## src/rtl/cordic_range_ctrl_if.sv

```systemverilog
// Bundle between the CORDIC range controller, its angle source, the CORDIC core and the result consumer.
// out_err exists only when CORDIC_TIMEOUT_EN is defined.
interface cordic_range_ctrl_if #(
  parameter int DATA_W = 18
);
  logic                     in_valid;
  logic                     in_ready;
  logic signed [DATA_W:0]   in_angle;
  logic signed [DATA_W-1:0] cordic_angle;
  logic                     cordic_init;
  logic                     cordic_done;
  logic signed [DATA_W-1:0] cordic_cos;
  logic signed [DATA_W-1:0] cordic_sin;
  logic                     out_valid;
  logic                     out_ready;
  logic signed [DATA_W-1:0] out_cos;
  logic signed [DATA_W-1:0] out_sin;
`ifdef CORDIC_TIMEOUT_EN
  logic                     out_err;
`endif

  modport master (
`ifdef CORDIC_TIMEOUT_EN
    output out_err,
`endif
    output in_ready, cordic_angle, cordic_init, out_valid, out_cos, out_sin,
    input  in_valid, in_angle, cordic_done, cordic_cos, cordic_sin, out_ready
  );

  modport slave (
`ifdef CORDIC_TIMEOUT_EN
    input  out_err,
`endif
    input  in_ready, cordic_angle, cordic_init, out_valid, out_cos, out_sin,
    output in_valid, in_angle, cordic_done, cordic_cos, cordic_sin, out_ready
  );
endinterface

```

## src/rtl/cordic_range_ctrl.sv

```systemverilog
// Folds an angle in [-pi, pi) into the CORDIC convergence range, runs the core, and sign-corrects its result.
// Optional macro CORDIC_TIMEOUT_EN adds a WAIT timeout that returns zero data with out_err set.
module cordic_range_ctrl #(
  parameter int DATA_W           = 18,
  parameter int PI_Q             = 205887,
  parameter int HALF_PI_Q        = 102944,
  parameter int DONE_MASK_CYCLES = 2,
  parameter int TIMEOUT_CYCLES   = 64
) (
  input logic               clk,
  input logic               reset,
  cordic_range_ctrl_if.master bus
);

  localparam int CNT_W = $clog2(DONE_MASK_CYCLES + TIMEOUT_CYCLES + 1);
  localparam logic signed [DATA_W:0] C_PI      = PI_Q[DATA_W:0];
  localparam logic signed [DATA_W:0] C_HALF_PI = HALF_PI_Q[DATA_W:0];
  localparam logic [CNT_W-1:0]       C_MASK    = CNT_W'(DONE_MASK_CYCLES);
`ifdef CORDIC_TIMEOUT_EN
  localparam logic [CNT_W-1:0]       C_TO_LAST = CNT_W'(TIMEOUT_CYCLES - 1);
`endif

  typedef enum logic [1:0] {S_IDLE, S_ISSUE, S_WAIT, S_OUT} state_t;

  state_t                   r_state;
  state_t                   w_next;
  logic signed [DATA_W-1:0] r_angle;
  logic                     r_flip;
  logic [CNT_W-1:0]         r_cnt;
  logic signed [DATA_W-1:0] r_cos;
  logic signed [DATA_W-1:0] r_sin;
  logic                     w_accept;
  logic                     w_capture;
  logic                     w_timeout;
  logic                     w_done_ok;
  logic                     w_flip;
  logic signed [DATA_W-1:0] w_reduced;
`ifdef CORDIC_TIMEOUT_EN
  logic                     r_err;
`endif

  // Reduction is done at full input width; the folded result always fits the core's narrower port.
  function automatic logic signed [DATA_W-1:0] f_fold(input logic signed [DATA_W:0] a);
    logic signed [DATA_W:0] t;
    if (a > C_HALF_PI)       t = a - C_PI;
    else if (a < -C_HALF_PI) t = a + C_PI;
    else                     t = a;
    return t[DATA_W-1:0];
  endfunction

  function automatic logic signed [DATA_W-1:0] f_cond_neg(input logic signed [DATA_W-1:0] x,
                                                          input logic neg);
    return neg ? -x : x;
  endfunction

  assign w_flip    = (bus.in_angle > C_HALF_PI) || (bus.in_angle < -C_HALF_PI);
  assign w_reduced = f_fold(bus.in_angle);
  // A done within the mask window is a leftover from the previous operation.
  assign w_done_ok = bus.cordic_done && (r_cnt >= C_MASK);

  always_comb begin
    w_next    = r_state;
    w_accept  = 1'b0;
    w_capture = 1'b0;
    w_timeout = 1'b0;
    case (r_state)
      S_IDLE:  if (bus.in_valid) begin
                 w_accept = 1'b1;
                 w_next   = S_ISSUE;
               end
      S_ISSUE: w_next = S_WAIT;
      S_WAIT:  if (w_done_ok) begin
                 w_capture = 1'b1;
                 w_next    = S_OUT;
               end
`ifdef CORDIC_TIMEOUT_EN
               else if (r_cnt == C_TO_LAST) begin
                 w_timeout = 1'b1;
                 w_next    = S_OUT;
               end
`endif
      S_OUT:   if (bus.out_ready) w_next = S_IDLE;
      default: w_next = S_IDLE;
    endcase
  end

  always_ff @(posedge clk or posedge reset) begin
    if (reset) begin
      r_state <= S_IDLE;
      r_angle <= '0;
      r_flip  <= 1'b0;
      r_cnt   <= '0;
      r_cos   <= '0;
      r_sin   <= '0;
`ifdef CORDIC_TIMEOUT_EN
      r_err   <= 1'b0;
`endif
    end else begin
      r_state <= w_next;
      if (w_accept) begin
        r_angle <= w_reduced;
        r_flip  <= w_flip;
      end
      if (r_state != S_WAIT)  r_cnt <= '0;
      else if (r_cnt != '1)   r_cnt <= r_cnt + 1'b1;
      if (w_capture) begin
        r_cos <= f_cond_neg(bus.cordic_cos, r_flip);
        r_sin <= f_cond_neg(bus.cordic_sin, r_flip);
      end else if (w_timeout) begin
        r_cos <= '0;
        r_sin <= '0;
      end
`ifdef CORDIC_TIMEOUT_EN
      if (w_timeout)                                 r_err <= 1'b1;
      else if (r_state == S_OUT && bus.out_ready)    r_err <= 1'b0;
`endif
    end
  end

  assign bus.in_ready     = (r_state == S_IDLE);
  assign bus.cordic_init  = (r_state == S_ISSUE);
  assign bus.cordic_angle = r_angle;
  assign bus.out_valid    = (r_state == S_OUT);
  assign bus.out_cos      = r_cos;
  assign bus.out_sin      = r_sin;
`ifdef CORDIC_TIMEOUT_EN
  assign bus.out_err      = r_err;
`endif

endmodule

```

## src/flat_wrapper.sv

```systemverilog
// flat-port wrapper written by rule: the top's interface ports become plain ports
module cordic_range_ctrl_flat 
#(
  parameter int DATA_W           = 18,
  parameter int PI_Q             = 205887,
  parameter int HALF_PI_Q        = 102944,
  parameter int DONE_MASK_CYCLES = 2,
  parameter int TIMEOUT_CYCLES   = 64
)
  (clk, reset, bus_in_ready, bus_cordic_angle, bus_cordic_init, bus_out_valid, bus_out_cos, bus_out_sin, bus_in_valid, bus_in_angle, bus_cordic_done, bus_cordic_cos, bus_cordic_sin, bus_out_ready);
  cordic_range_ctrl_if #(.DATA_W(DATA_W)) bus_i ();
  input logic clk;
  input logic reset;
  output wire logic [$bits(bus_i.in_ready)-1:0] bus_in_ready;
  output wire logic [$bits(bus_i.cordic_angle)-1:0] bus_cordic_angle;
  output wire logic [$bits(bus_i.cordic_init)-1:0] bus_cordic_init;
  output wire logic [$bits(bus_i.out_valid)-1:0] bus_out_valid;
  output wire logic [$bits(bus_i.out_cos)-1:0] bus_out_cos;
  output wire logic [$bits(bus_i.out_sin)-1:0] bus_out_sin;
  input wire logic [$bits(bus_i.in_valid)-1:0] bus_in_valid;
  input wire logic [$bits(bus_i.in_angle)-1:0] bus_in_angle;
  input wire logic [$bits(bus_i.cordic_done)-1:0] bus_cordic_done;
  input wire logic [$bits(bus_i.cordic_cos)-1:0] bus_cordic_cos;
  input wire logic [$bits(bus_i.cordic_sin)-1:0] bus_cordic_sin;
  input wire logic [$bits(bus_i.out_ready)-1:0] bus_out_ready;
  assign bus_in_ready = bus_i.in_ready;
  assign bus_cordic_angle = bus_i.cordic_angle;
  assign bus_cordic_init = bus_i.cordic_init;
  assign bus_out_valid = bus_i.out_valid;
  assign bus_out_cos = bus_i.out_cos;
  assign bus_out_sin = bus_i.out_sin;
  assign bus_i.in_valid = bus_in_valid;
  assign bus_i.in_angle = bus_in_angle;
  assign bus_i.cordic_done = bus_cordic_done;
  assign bus_i.cordic_cos = bus_cordic_cos;
  assign bus_i.cordic_sin = bus_cordic_sin;
  assign bus_i.out_ready = bus_out_ready;
  cordic_range_ctrl #(.DATA_W(DATA_W), .PI_Q(PI_Q), .HALF_PI_Q(HALF_PI_Q), .DONE_MASK_CYCLES(DONE_MASK_CYCLES), .TIMEOUT_CYCLES(TIMEOUT_CYCLES)) u_core (.clk(clk), .reset(reset), .bus(bus_i));
endmodule
```

## config.mk

```make
export PLATFORM = sky130hd
export DESIGN_NAME = cordic_range_ctrl_flat
export DESIGN_NICKNAME = d
export VERILOG_FILES = /design/src/rtl/cordic_range_ctrl_if.sv /design/src/rtl/cordic_range_ctrl.sv /design/src/flat_wrapper.sv
export SDC_FILE = /design/constraint.sdc
export NUM_CORES = 1
export LEC_CHECK = 0
export CAP_MARGIN = 20
export CORE_UTILIZATION = 48
export DETAILED_ROUTE_END_ITERATION = 12
export PLACE_DENSITY = 0.81
export SETUP_SLACK_MARGIN = 0.5
export SYNTH_ARGS = -nofsm -noshare
export SYNTH_HDL_FRONTEND = slang
export SYNTH_SLANG_ARGS = --single-unit
export TNS_END_PERCENT = 5
```

## constraint.sdc

```tcl
create_clock -name clk -period 2.7 [get_ports clk]
set_input_delay 0.54 -clock clk [delete_from_list [all_inputs] [get_ports clk]]
set_output_delay 0.54 -clock clk [all_outputs]
set_load 0.01 [all_outputs]
```

=== After elaboration in Yosys (flattened, before gate mapping) ===
Index checks and enable logic that the tools add are counted.

* Register bits: 64
* Input port bits: 60
* Output and inout port bits: 57
* Logic and storage cells: 41

* $add $sub $neg: 5
* Magnitude comparators: 3
* Equal/unequal tests: 8
* Muxes and demuxes: 14
* Reductions and logical operators: 5

{| class="wikitable"
|+ Operators by type and width
! kind !! count
|-
| $mux W18 || 4
|-
| $neg A18 Y18 || 2
|-
| $gt A19 B18 Y1 const B || 1
|-
| $lt A19 B18 Y1 const B || 1
|-
| $add A18 B17 Y18 const B || 1
|-
| $sub A18 B17 Y18 const B || 1
|-
| $mux W7 || 2
|-
| $pmux W2 S4 || 1
|-
| $add A7 B1 Y7 const B || 1
|-
| $ge A7 B2 Y1 const B || 1
|-
| $ne A7 B7 Y1 const B || 1
|-
| $mux W2 || 3
|-
| $ne A2 B1 Y1 const B || 3
|-
| $eq A2 B2 Y1 const B || 2
|-
| $mux W1 || 4
|-
| $reduce_and A3 Y1 || 1
|-
| $eq A2 B1 Y1 const B || 1
|-
| $logic_not A2 Y1 || 1
|-
| $ne A2 B2 Y1 const B || 1
|-
| $reduce_bool A2 Y1 || 1
|-
| $logic_and A1 B1 Y1 || 1
|-
| $logic_or A1 B1 Y1 || 1
|}

=== Logic depth before layout (Yosys ltp) ===
* Depth in word-level cells: 4
* Mapped depth: 9
* Depth with buffers taken out: 8

=== Least setup slack after synthesis ===
No wires, ideal clock.

* Path type: in2reg
* Start: in bus_in_angle[11]
* End: reg u_core.r_angle[15], in the netlist u_core.bus.cordic_angle[15]
* Library setup time: 71 ps
* Arrival time: 2724 ps
* Required time: 2629 ps
* Slack: -94 ps
* Stages: 7
* Path buffers: 1
* Cell sequence: buf_4 -> or4b_1 -> a2111o_1 -> a221oi_4 -> a21bo_1 -> or4_1 -> nand4_1

* Cells in the longest elaborated chain, start to end: 3
* Elaborated cells between the ends (all ways): 6
* Classes of those cells: 2 x add/sub; 2 x order compare; 2 x mux

{| class="wikitable"
|+ Ends and longest elaborated chain
! what !! RTL line !! text
|-
| from (decl) || flat_wrapper.sv:21 || <nowiki>input wire logic [$bits(bus_i.in_angle)-1:0] bus_in_angle;</nowiki>
|-
| $add A18 B17 Y18 or $lt A19 B18 Y1 (tied branches) || cordic_range_ctrl.sv:46 || <nowiki>else if (a < -C_HALF_PI) t = a + C_PI;</nowiki>
|-
| $mux W18 || cordic_range_ctrl.sv:46 ||
|-
| $mux W18 (*) || cordic_range_ctrl.sv:45 || <nowiki>if (a > C_HALF_PI) t = a - C_PI;</nowiki>
|-
| to (signal assigned) || cordic_range_ctrl.sv:101 || <nowiki>r_angle <= w_reduced;</nowiki>
|-
| to (decl) || cordic_range_ctrl.sv:27 || <nowiki>logic signed [DATA_W-1:0] r_angle;</nowiki>
|}

Every way passes the cells marked *; elsewhere a longest branch is shown, timed or not.
A chain may end at the register's enable or synchronous reset.

=== Final worst setup path ===
* Start: in bus_in_angle[14]
* End: reg u_core.r_angle[15], in the netlist u_core.bus.cordic_angle[15]

The elaborated chain is that of the path after synthesis.

==> results.txt <==
root buf cell - clkbuf_8
GRT overflow - 0
register bit total from synthesis - 64
GRT Total Usage - 26.5%
Ant. Diodes - 0
min cycle time layout - 2.50 ns
Hold WC Path Type - register to register
PortBufs - 116
clk_lat worst skew - 0.35 ns
Layout Nets - 707
Comb power frac - 49.9%
hold_sp - u_core.bus.out_sin[7]$_DFFE_PP0P_
cts hold-fix bufs - 0
EDFF count, synth - 0
Int Pwr - 3.08 mW
status - complete, no violations
DP HPWL - 8540 um
reg-to-reg startpoint - u_core.r_state[0]$_DFFE_PP0P_
Slew @ Worst Pin - 0.468 ns
RSZ-0062 raised after global routing - yes
P_leak - 2.63 nW
Reg clk slew, reported paths - 0.07 ns
maximum vdd drop - 0.000485 V
Max Slew Vio Count - 0
Syn Std Cell Area - 4050 um^2
Net Switching - 1.77 mW
# DRC - 0
clk sink count - 64
nature of the critical path endpoint - register
Avg Synthesized Cell Area - 8.57 um^2
die height - 93.8 um
IO Count - 117
Cell variety after synth - 56
first-pass GRT wire length - 18,100 um
via count - 4,181
CP max FO - 4
WS Path Type - primary input to register
Design Area, Final - 5990 um^2
setup slack at placement - -0.450 ns
Initial Util - 49.5%
Post-DRT Antenna Nets - 0
DRT iter0 DRCs - 188
commonest non-fill, non-tap cell in the layout - clkdlybuf4s50_1
DR WL/cell - 15.3 um
vias in the first global route - 3,922
Critical Path Start - bus_in_angle[14]
Die W - 93.8 um
CP Launch Type - primary input
share of layout cells above drive strength 1 - 16.1%
Final WS setup - 0.199 ns
Cell Area, Placed - 5730 um^2
Clock Path Buffers - 2
Hold Fails Final Rpt - 0
total power after layout - 4.85 mW
Setup violations, final - 0
TritonCTS clock tree - built
TritonCTS buffer count - 9
cell count after synthesis - 472
area grow syn2layout - 48.1%
hold_ws - 0.478 ns
clock skew - 0.0121 ns
max-cap violation count - 0
Sw Share - 36.5%
part of the Yosys area used for sequential elements - 39.6%
routability cong. - 0.914
Post-synth ARST share - 100%
Synth Warn # - 0
Layout fillers - 624
FMAX - 0.400 GHz
# rows - 33
register share of total power - 33.6%
vias per cell - 5.60
total core area - 8180 um^2
Slew HR - 68.4%
DR pass1 iterations - 8
H-tree levels - 3
Final period util - 92.6%
Syn Nets - 543
crit path DAT - 2.77 ns
die footprint - 8800 um^2
initial antenna violation count - 0
cell area power density - 810 nW/um^2
final WL - 11,400 um
Synth Flop Type - dfrtp_1
commonest non-fill, non-tap cells in the layout - clkdlybuf4s50_1 (109), nand2_1 (86), o21ai_0 (65)
largest net degree at the start of global routing - 73
worst path required time - 2.97 ns
Clock power frac - 16.4%
setup TNS - 0 ns
synth_stat cells, types with 4 or more instances:
cell | number | area share, %
nand2_1 | 86 | 8.0
o21ai_0 | 69 | 8.5
dfrtp_1 | 64 | 40
xor2_1 | 39 | 8.4
clkbuf_1 | 24 | 2.2
nor2_1 | 18 | 1.7
inv_1 | 14 | 1.3
xnor2_1 | 12 | 2.6
ha_1 | 11 | 3.4
nand3_1 | 10 | 1.2
nor3_1 | 10 | 1.2
o31ai_1 | 8 | 1.5
a21oi_1 | 7 | 0.87
nand4_1 | 7 | 1.1
o41ai_1 | 7 | 1.5
a31oi_1 | 5 | 0.77
and2_1 | 5 | 0.77
mux2i_1 | 5 | 1.2
nor4_1 | 5 | 0.77
a32oi_1 | 4 | 0.87
nor2b_1 | 4 | 0.62
o211ai_1 | 4 | 0.74
what timing repair did:
action,4_1_cts,5_1_grt
pin swaps,4,6
setup endpoints to repair,31,33
setup buffers,1,1
hold endpoints to repair,0,0
resized for setup,23,18
per-stage QoR:
step | util (%) | std cells
6_report | 73.3 | 746
5_1_grt | 73.3 | 746
4_1_cts | 72.5 | 745
3_5_place_dp | 70.0 | 728
3_3_place_gp | 70.0 | 728
2_1_floorplan | - | 472
path summary, 6_finish.rpt:
| path | end | slack [ns] | cells past startpoint |
|---|---|---|---|
| setup / recovery | u_core.bus.cordic_angle[15]$_DFFE_PP0P_ | 0.20 | 7 |
| hold / removal | u_core.bus.out_sin[7]$_DFFE_PP0P_ | 0.48 | 2 |
| setup reg to reg | u_core.bus.cordic_angle[15]$_DFFE_PP0P_ | 0.86 | 5 |
| hold reg to reg | u_core.bus.out_sin[7]$_DFFE_PP0P_ | 0.48 | 2 |
| max in group asynchronous | u_core.bus.out_cos[3]$_DFFE_PP0P_ | 1.62 | 3 |
| min in group asynchronous | u_core.r_cnt[6]$_DFFE_PP0P_ | 0.50 | 2 |
state kept, by name, indices dropped and copies added (netlist names):
signal	flops
u_core.r_state	2
u_core.r_cnt	7
u_core.r_flip	1
u_core.bus.cordic_angle	18
u_core.bus.out_sin	18
u_core.bus.out_cos	18
power by group through the flow:
stage | Combinational (mW) | Sequential (mW) | Clock (mW)
after floorplan | 0.984 | 1.78 | 0
after global placement | 2.32 | 1.63 | 0
after detailed placement | 2.40 | 1.65 | 0
after CTS | 2.42 | 1.63 | 0.807
after global routing | 2.67 | 1.68 | 0.856
final | 2.42 | 1.63 | 0.798
layer usage:
metal	routed length (um)	global-route usage, %	share of wire (%)
met3	869	5.10	7.6
met4	204	10.4	1.8
met1	4790	34.0	42
met2	5550	43.7	49
met5	0	0	0
cell families after synthesis:
logic type	Yosys count	synth area share (%)
simple gates	169	19.8
mux	5	1.24
xor+xnor	51	11.0
compound gates	129	20.6
buf+inv	43	4.33
flops	64	39.6
fa+ha+maj	11	3.40
worst max-delay path, cell delays in order:
cell      delay [ns]
buf_6           0.09
or4b_4          0.53
a2111o_1        0.45
a221oi_4        0.37
a21bo_1         0.25
or4_1           0.43
nand4_1         0.10
layout make-up:
cell class                 instances  area (um^2)  area share, %
tap                              105          131           2.19
clock buffer                      12          135           2.26
inverter                          14         52.6          0.877
clock inverter                     4         45.0          0.752
sequential                        64         1600           26.7
multi-input combinational        365         2340           39.1
timing repair buffer             182         1680           28.1
No activity file was read; power rests on OpenSTA's default activity.
